==> src/rtl/hashcore_seq.sv <==
// Nonce sequencer and golden-nonce collector for NUM_CORES hash pipelines.
// Optional `HASHCORE_SEQ_MATCH_COUNT_EN adds a saturating accepted-match counter.
module hashcore_seq #(
    parameter int NUM_CORES    = 4,
    parameter int PIPE_LATENCY = 65,
    parameter int FIFO_DEPTH   = 4
) (
    input  logic                   hash_clk,
    input  logic                   reset_n,
    input  logic                   restart,
    input  logic [NUM_CORES-1:0]   gn_match,
    output logic [32*NUM_CORES-1:0] nonce_bus,
    output logic [31:0]            gn_data,
    output logic                   gn_valid,
    input  logic                   gn_ready,
    output logic                   gn_overflow,
    output logic                   miner_busy
`ifdef HASHCORE_SEQ_MATCH_COUNT_EN
    ,
    output logic [15:0]            match_count
`endif
);

    localparam int P     = $clog2(NUM_CORES);
    localparam int CNT_W = 32 - P;
    localparam int SW    = (P > 0) ? P : 1;
    localparam int AW    = $clog2(FIFO_DEPTH);
    localparam int CW    = AW + 1;

    // Core prefix sits above the shared counter; the shift vanishes when P is 0.
    function automatic logic [31:0] core_nonce(input logic [31:0] k, input logic [CNT_W-1:0] c);
        return (k << CNT_W) | 32'(c);
    endfunction

    function automatic logic [31:0] golden_nonce(input logic [31:0] k, input logic [CNT_W-1:0] c);
        return core_nonce(k, c) - 32'(PIPE_LATENCY);
    endfunction

    logic [CNT_W-1:0]     cnt_q, cnt_d;
    logic                 busy_q, busy_d;
    logic                 overflow_q, overflow_d;
    logic [NUM_CORES-1:0] slot_vld_q, slot_vld_d;
    logic [31:0]          slot_val_q [NUM_CORES];
    logic [31:0]          slot_val_d [NUM_CORES];
    logic [31:0]          fifo_mem_q [FIFO_DEPTH];
    logic [31:0]          fifo_wdata_d;
    logic [AW-1:0]        wr_ptr_q, wr_ptr_d, rd_ptr_q, rd_ptr_d;
    logic [CW-1:0]        fifo_cnt_q, fifo_cnt_d;
    logic [31:0]          gn_hold_q, gn_hold_d;

    logic [SW-1:0]        drain_sel;
    logic                 drain_any, fifo_full, push, pop, drop;
    logic [NUM_CORES-1:0] drain_clr, accept;

    always_comb begin
        for (int k = 0; k < NUM_CORES; k++) begin
            nonce_bus[32*k +: 32] = core_nonce(32'(k), cnt_q);
        end
    end

    assign gn_valid    = (fifo_cnt_q != '0);
    assign gn_data     = gn_valid ? fifo_mem_q[rd_ptr_q] : gn_hold_q;
    assign gn_overflow = overflow_q;
    assign miner_busy  = busy_q;

    // Drain arbitration: lowest-index valid slot wins the single FIFO write port.
    always_comb begin
        drain_sel = '0;
        drain_any = (slot_vld_q != '0);
        for (int k = NUM_CORES - 1; k >= 0; k--) begin
            if (slot_vld_q[k]) drain_sel = SW'(k);
        end
        fifo_full = (fifo_cnt_q == CW'(FIFO_DEPTH));
        pop       = gn_valid && gn_ready && !restart;
        push      = drain_any && (!fifo_full || (gn_valid && gn_ready)) && !restart;
        drain_clr = '0;
        for (int k = 0; k < NUM_CORES; k++) begin
            drain_clr[k] = push && (drain_sel == SW'(k));
        end
        fifo_wdata_d = slot_val_q[drain_sel];
    end

    always_comb begin
        accept = '0;
        drop   = 1'b0;
        for (int k = 0; k < NUM_CORES; k++) begin
            accept[k]     = gn_match[k] && !restart && (!slot_vld_q[k] || drain_clr[k]);
            drop          = drop | (gn_match[k] && !restart && !accept[k]);
            slot_vld_d[k] = !restart && (accept[k] || (slot_vld_q[k] && !drain_clr[k]));
            slot_val_d[k] = accept[k] ? golden_nonce(32'(k), cnt_q) : slot_val_q[k];
        end
    end

    always_comb begin
        cnt_d      = restart ? '0 : cnt_q + CNT_W'(1);
        busy_d     = restart ? 1'b1 : ((cnt_q == '1) ? 1'b0 : busy_q);
        overflow_d = !restart && (overflow_q || drop);
        wr_ptr_d   = restart ? '0 : (push ? wr_ptr_q + AW'(1) : wr_ptr_q);
        rd_ptr_d   = restart ? '0 : (pop ? rd_ptr_q + AW'(1) : rd_ptr_q);
        fifo_cnt_d = fifo_cnt_q;
        if (restart) fifo_cnt_d = '0;
        else if (push && !pop) fifo_cnt_d = fifo_cnt_q + CW'(1);
        else if (pop && !push) fifo_cnt_d = fifo_cnt_q - CW'(1);
        // Last popped value stays visible on gn_data while the FIFO is empty.
        gn_hold_d  = restart ? 32'h0 : (pop ? fifo_mem_q[rd_ptr_q] : gn_hold_q);
    end

    always_ff @(posedge hash_clk) begin
        if (!reset_n) begin
            cnt_q      <= '0;
            busy_q     <= 1'b1;
            overflow_q <= 1'b0;
            slot_vld_q <= '0;
            wr_ptr_q   <= '0;
            rd_ptr_q   <= '0;
            fifo_cnt_q <= '0;
            gn_hold_q  <= 32'h0;
        end else begin
            cnt_q      <= cnt_d;
            busy_q     <= busy_d;
            overflow_q <= overflow_d;
            slot_vld_q <= slot_vld_d;
            wr_ptr_q   <= wr_ptr_d;
            rd_ptr_q   <= rd_ptr_d;
            fifo_cnt_q <= fifo_cnt_d;
            gn_hold_q  <= gn_hold_d;
        end
    end

    // Payload storage carries no reset; the valid bits and counters guard it.
    always_ff @(posedge hash_clk) begin
        slot_val_q <= slot_val_d;
        if (reset_n && push) fifo_mem_q[wr_ptr_q] <= fifo_wdata_d;
    end

`ifdef HASHCORE_SEQ_MATCH_COUNT_EN
    logic [15:0] match_count_q, match_count_d;
    logic [16:0] match_sum;

    always_comb begin
        match_sum = {1'b0, match_count_q};
        for (int k = 0; k < NUM_CORES; k++) begin
            match_sum = match_sum + 17'(accept[k]);
        end
        match_count_d = restart ? 16'h0 : (match_sum[16] ? 16'hFFFF : match_sum[15:0]);
    end

    always_ff @(posedge hash_clk) begin
        if (!reset_n) match_count_q <= 16'h0;
        else          match_count_q <= match_count_d;
    end

    assign match_count = match_count_q;
`endif

endmodule
==> config.mk <==
export PLATFORM = sky130hd
export DESIGN_NAME = hashcore_seq
export DESIGN_NICKNAME = d
export VERILOG_FILES = /design/src/rtl/hashcore_seq.sv
export SDC_FILE = /design/constraint.sdc
export NUM_CORES = 1
export LEC_CHECK = 0
export ABC_AREA = 1
export BUFFER_PORTS_ARGS = -buffer_cell sky130_fd_sc_hd__buf_2
export CAP_MARGIN = 25
export CORE_UTILIZATION = 30
export CTS_CLUSTER_SIZE = 16
export DETAILED_ROUTE_END_ITERATION = 8
export HOLD_SLACK_MARGIN = 0.05
export PLACE_DENSITY_LB_ADDON = 0.05
export SKIP_CTS_REPAIR_TIMING = 1
export SLEW_MARGIN = 20
export SYNTH_ARGS = -nofsm -noshare
export SYNTH_HDL_FRONTEND = slang
export SYNTH_SLANG_ARGS = --single-unit
==> constraint.sdc <==
create_clock -name hash_clk -period 4.5 [get_ports hash_clk]
set_clock_uncertainty 0.1 [all_clocks]
set_input_delay 0.45 -clock hash_clk [delete_from_list [all_inputs] [get_ports hash_clk]]
set_output_delay 0.45 -clock hash_clk [all_outputs]
set_load 0.02 [all_outputs]
; ---- Word-level counts from Yosys, hierarchy flattened
; Memory sizes are Yosys's and may differ from the RTL's. A register that Yosys moved wholly into a read port is not among the register bits.
; Cells that the tools add are included.
[word_totals]
ff_bits = 203
latchBits = 0
mem_bits_rw = 128
romBits = 0
in_bits = 8
elab_cells = 110
n_memories = 1
[mem_list]
columns = name, words, width, rd, rd_clocked_by_memory_dff, wr, line_no
row1 = fifo_mem_q, 4, 32, 1, 1, 1, 45  ; logic [31:0] fifo_mem_q [FIFO_DEPTH];
[op_classes]
n_addsub = 9
mul = 0
n_div = 0
order_cmp = 1
n_eq_ne = 5
n_shift = 0
muxes = 14
n_bitwise = 5
n_reduce_logical = 63
[op_table]
columns = operator, n
row1 = $mux W32, 3
row2 = $bmux W32 S2, 1
row3 = $logic_and A1 B1 Y1, 32
row4 = $sub A31 B7 Y32 const B, 1
row5 = $sub A31 B8 Y32 const B, 1
row6 = $sub A32 B7 Y32 const B, 1
row7 = $sub A30 B7 Y31 const B, 1
row8 = $add A30 B1 Y30 const B, 1
row9 = $eq A30 B30 Y1 const B, 1
row10 = $logic_not A1 Y1, 16
row11 = $mux W2, 6
row12 = $logic_or A1 B1 Y1, 10
row13 = $mux W3, 2
row14 = $add A2 B1 Y2 const B, 2
row15 = $eq A2 B2 Y1 const B, 2
row16 = $reduce_bool A4 Y1, 1
row17 = $add A3 B1 Y3 const B, 1
row18 = $eq A3 B3 Y1 const B, 1
row19 = $ge A3 B3 Y1 const B, 1
row20 = $not A2 Y3, 1
row21 = $or A1 B1 Y1, 3
row22 = $reduce_bool A3 Y1, 1
row23 = $sub A3 B1 Y3 const B, 1
row24 = $eq A2 B1 Y1 const B, 1
row25 = 5 further kinds, 6

; ---- Longest topological paths before layout
[depth]
ltp_word = 15
mapped_depth = 14

; ---- Least setup slack after synthesis
; Ideal clock, no wire load.
[synth_path]
path_type = input -> register
startpoint = in gn_ready
endpoint = reg slot_val_q[32] (netlist bit), enable pin
setup_ns = 0.470
t_arrival_ns = 3.039
required_ns = 3.930
path_slack_ns = 0.891
stages = 4
n_path_buf = 0
path_cell_list = nor2_1 -> nand2_1 -> nand3_1 -> a21boi_0
[synth_via]
elab_chain_len = 7
[synth_rtl]
columns = item, line_no
row1 = "start, declared", 15  ; input logic gn_ready,
row2 = $logic_and A1 B1 Y1, 75  ; push = drain_any && (!fifo_full || (gn_valid && gn_ready)) && !restart;
row3 = $logic_or A1 B1 Y1, 75
row4 = $logic_and A1 B1 Y1 (2 in series), 75
row5 = $logic_and A1 B1 Y1, 78  ; drain_clr[k] = push && (drain_sel == SW'(k));
row6 = $logic_or A1 B1 Y1, 87  ; accept[k] = gn_match[k] && !restart && (!slot_vld_q[k] || drain_clr[k]);
row7 = $logic_and A1 B1 Y1, 87
row8 = net accept[2], 53  ; logic [NUM_CORES-1:0] drain_clr, accept;
row9 = "end signal, assigned", 132  ; slot_val_q <= slot_val_d;
row10 = "end, declared", 43  ; logic [31:0] slot_val_q [NUM_CORES];
; The timed path passes the listed nets, and every way through them passes these cells.
; A chain may end at the register's enable or synchronous reset.

==> impl_results.md <==
- Chip width: 223 um
- Power Density: around 410 nW/um2
- Total grt overflow: 0
- Setup TNS: 0 ns
- Layout cell share with drive strength beyond 1: 18.6%
- Worst-skew pair later-pin latency: ~0.54 ns
- Wl on met1: about 18000 um
- Worst Max-Slew Pin Slew: slightly below 1 ns
- Die Area: 49700 um2
- Post-route setup slack: approximately 1.5 ns
- Met3 WL: around 1500 um
- Critical Path End Type: primary output
- Data required, critical path: a little under 4 ns
- Core area: approximately 48000 um2
- Via count: 9909
- # H-tree levels: 2
- Fraction of registers with async set/reset: 0%
- 1st-pass router iterations: 5
- Synth top area cells: edfxtp_1, dfxtp_1, nand2_1
- Placed cells: about 2000
- Synth cell count leaders: nand2_1, edfxtp_1, nor2_1, a21oi_1, buf_4
- Fin. max-slew vios: 0
- Via-per-instance ratio: between 4 and 5
- Synth Cell Area: roughly 15000 um2
- I/O Pins: roughly 170
- HP Class: input pin to flip-flop
- Post-DP Area: 15400 um2
- GPL Wtd Cong: 0.811
- Initial antenna violation count: 0
- Average size of a mapped cell: ~10 um2
- Remaining antenna violation count: 0
- Die Span Y: around 220 um
- CTS tree: built
- Most common cell in the netlist: nand2_1
- Post-synth EDFFs: 253
- Cell family with most CP delay: buffers and inverters
- Sequential-to-total area share from yosys stat: 62.4%
- Top Metal Used: met4
- RSZ-0062 raised after global routing: false
- # fillers: between 4000 and 5000
- Total CTS buffers: 39
- CTS Sinks: 330
- CP max-delay cell: inv_2
- Area Growth Syn to Fin: 13.7%
- Metal2 WL: roughly 17000 um
- Crit path DAT: 2.45 ns
- Max-cap violations: 0
- Overall Global Routing Usage: around 15%
- Slowest cell delay on critical path: between 0.4 and 0.5 ns
- Critical path, cell by cell: inv_2 > buf_4 > a21oi_1 > a32o_1 > a21oi_1 > buf_2
- Final Hold Vio Count: 0
- Final Power: roughly 7 mW
- Largest net degree at the start of global routing: between 60 and 70
- Design area: between 15000 and 20000 um2
- Leakage: 5.92 nW
- Peak Freq: roughly 0.33 GHz
- Final Util: about a third
- Ys Warns: 0
- Synth area leader: edfxtp_1
- Top_reg_cell synth: edfxtp_1
- Most common cell on crit path: a21oi_1
- Crit-path max FO: 33
- CP Buf/Inv Count: 3
- Core Rows: 80
- Clock Path Buffers: 3
- Setup violators final: 0
- Outcome: finished, final reports clean
- Synth Instances: 1400
- #FFs+latches synth: 330
- # diodes: 0
- Hold slack: between 0.07 and 0.08 ns
- Buffers on Ports: ~160
- Vias in the first global route: roughly 9500
- Yosys cell types: 36
- Post-DP HPWL: about 24000 um
- Post-synth top area share: around half
- WL/cell: 17.8 um
- Clock root buffer: clkbuf_16
- Nets: 1474
- # DRC: 0
- First-pass GRT wire length: between 50000 and 60000 um
- Clock Pin Slew Worst Setup and Hold Paths: 0.06 ns
- Relative slew margins: a little over a third
- Non-Filler Instances: about 2100
- Critical Path Start Type: flip-flop
- Peak VDD IR: 0.196 mV
- Routed WL: approximately 37000 um
- Setup CP Type: flip-flop to primary output
- Tmin final: approximately 3.0 ns
- Final period util: around 67%
- Place WS: between 1.5 and 2 ns
- Starting Density: between 30% and 40%
- DR iter-0 viols: 500
[final timing paths]
check | from | end | slack (ns) | cells after the start
setup / recovery | flip-flop | gn_data[31] | 1.50 | 6
hold reg to reg | miner_busy | miner_busy | 0.35 | 2
hold / removal | gn_match[2] | slot_vld_q[2] | 0.08 | 3
setup reg to reg | slot_vld_q[0] | fifo_mem_q[2][8] | 1.68 | 7
[layer usage]
metal	vias to the layer above	track usage (%)
li1	4882	-
met2	214	24.7
met5	-	0
met3	47	2.99
met4	0	4.20
met1	4766	20.4
[cells in the final DEF, fill, tap and decap left out, types with 21 or more instances in the layout]
| master | count |
|---|---|
| nand2_1 | 258 |
| inv_1 | 57 |
| nor2_1 | 140 |
| clkbuf_16 | 42 |
| buf_2 | 162 |
| dfxtp_1 | 76 |
| nand3_1 | 67 |
| edfxtp_1 | 253 |
| a32o_1 | 32 |
| xor2_1 | 21 |
| a21oi_1 | 135 |
| o211ai_1 | 30 |
| o21ai_0 | 76 |
[logic make-up after synthesis]
| group | Yosys count | synth area share (%) |
|---|---|---|
| AO/OA/AOI/OAI | 287 | 11.6 |
| XOR/XNOR | 24 | 1.44 |
| adder cells (fa/ha/maj) | 8 | 0.735 |
| other | 2 | 0.0513 |
| buffers and inverters | 236 | 9.01 |
| flip-flops | 330 | 62.4 |
| AND/OR/NAND/NOR | 513 | 14.8 |
[tightest hold or removal path, stage by stage]
cell	delay (ns)
buf_2	0.10
inv_1	0.06
a21oi_1	0.06
[registers in the layout (all words and copies together) (netlist names), 2 cells and up, named ones only]
| signal | count |
|---|---|
| wr_ptr_q | 2 |
| gn_hold_q | 32 |
| slot_val_q | 125 |
| slot_vld_q | 4 |
| fifo_mem_q | 128 |
| cnt_q | 30 |
| fifo_cnt_q | 3 |
| rd_ptr_q | 2 |
[area by class of cell]
class / count / area (um2) / share of cell area [%]
sequential: 330 / 9140 / 54.9
multi-input combinational: 840 / 4300 / 25.8
clock buffer: 56 / 1130 / 6.81
timing repair buffer: 178 / 963 / 5.79
tap: 615 / 769 / 4.62
inverter: 69 / 262 / 1.57
clock inverter: 14 / 86.3 / 0.518
[report_power, final]
group | total [mW] | internal (mW) | switching [mW]
combinational | 0.512 | 0.131 | 0.382
clock | 3.03 | 1.80 | 1.22
sequential | 3.36 | 3.34 | 0.0166
Power figures use the tool's default switching activity.
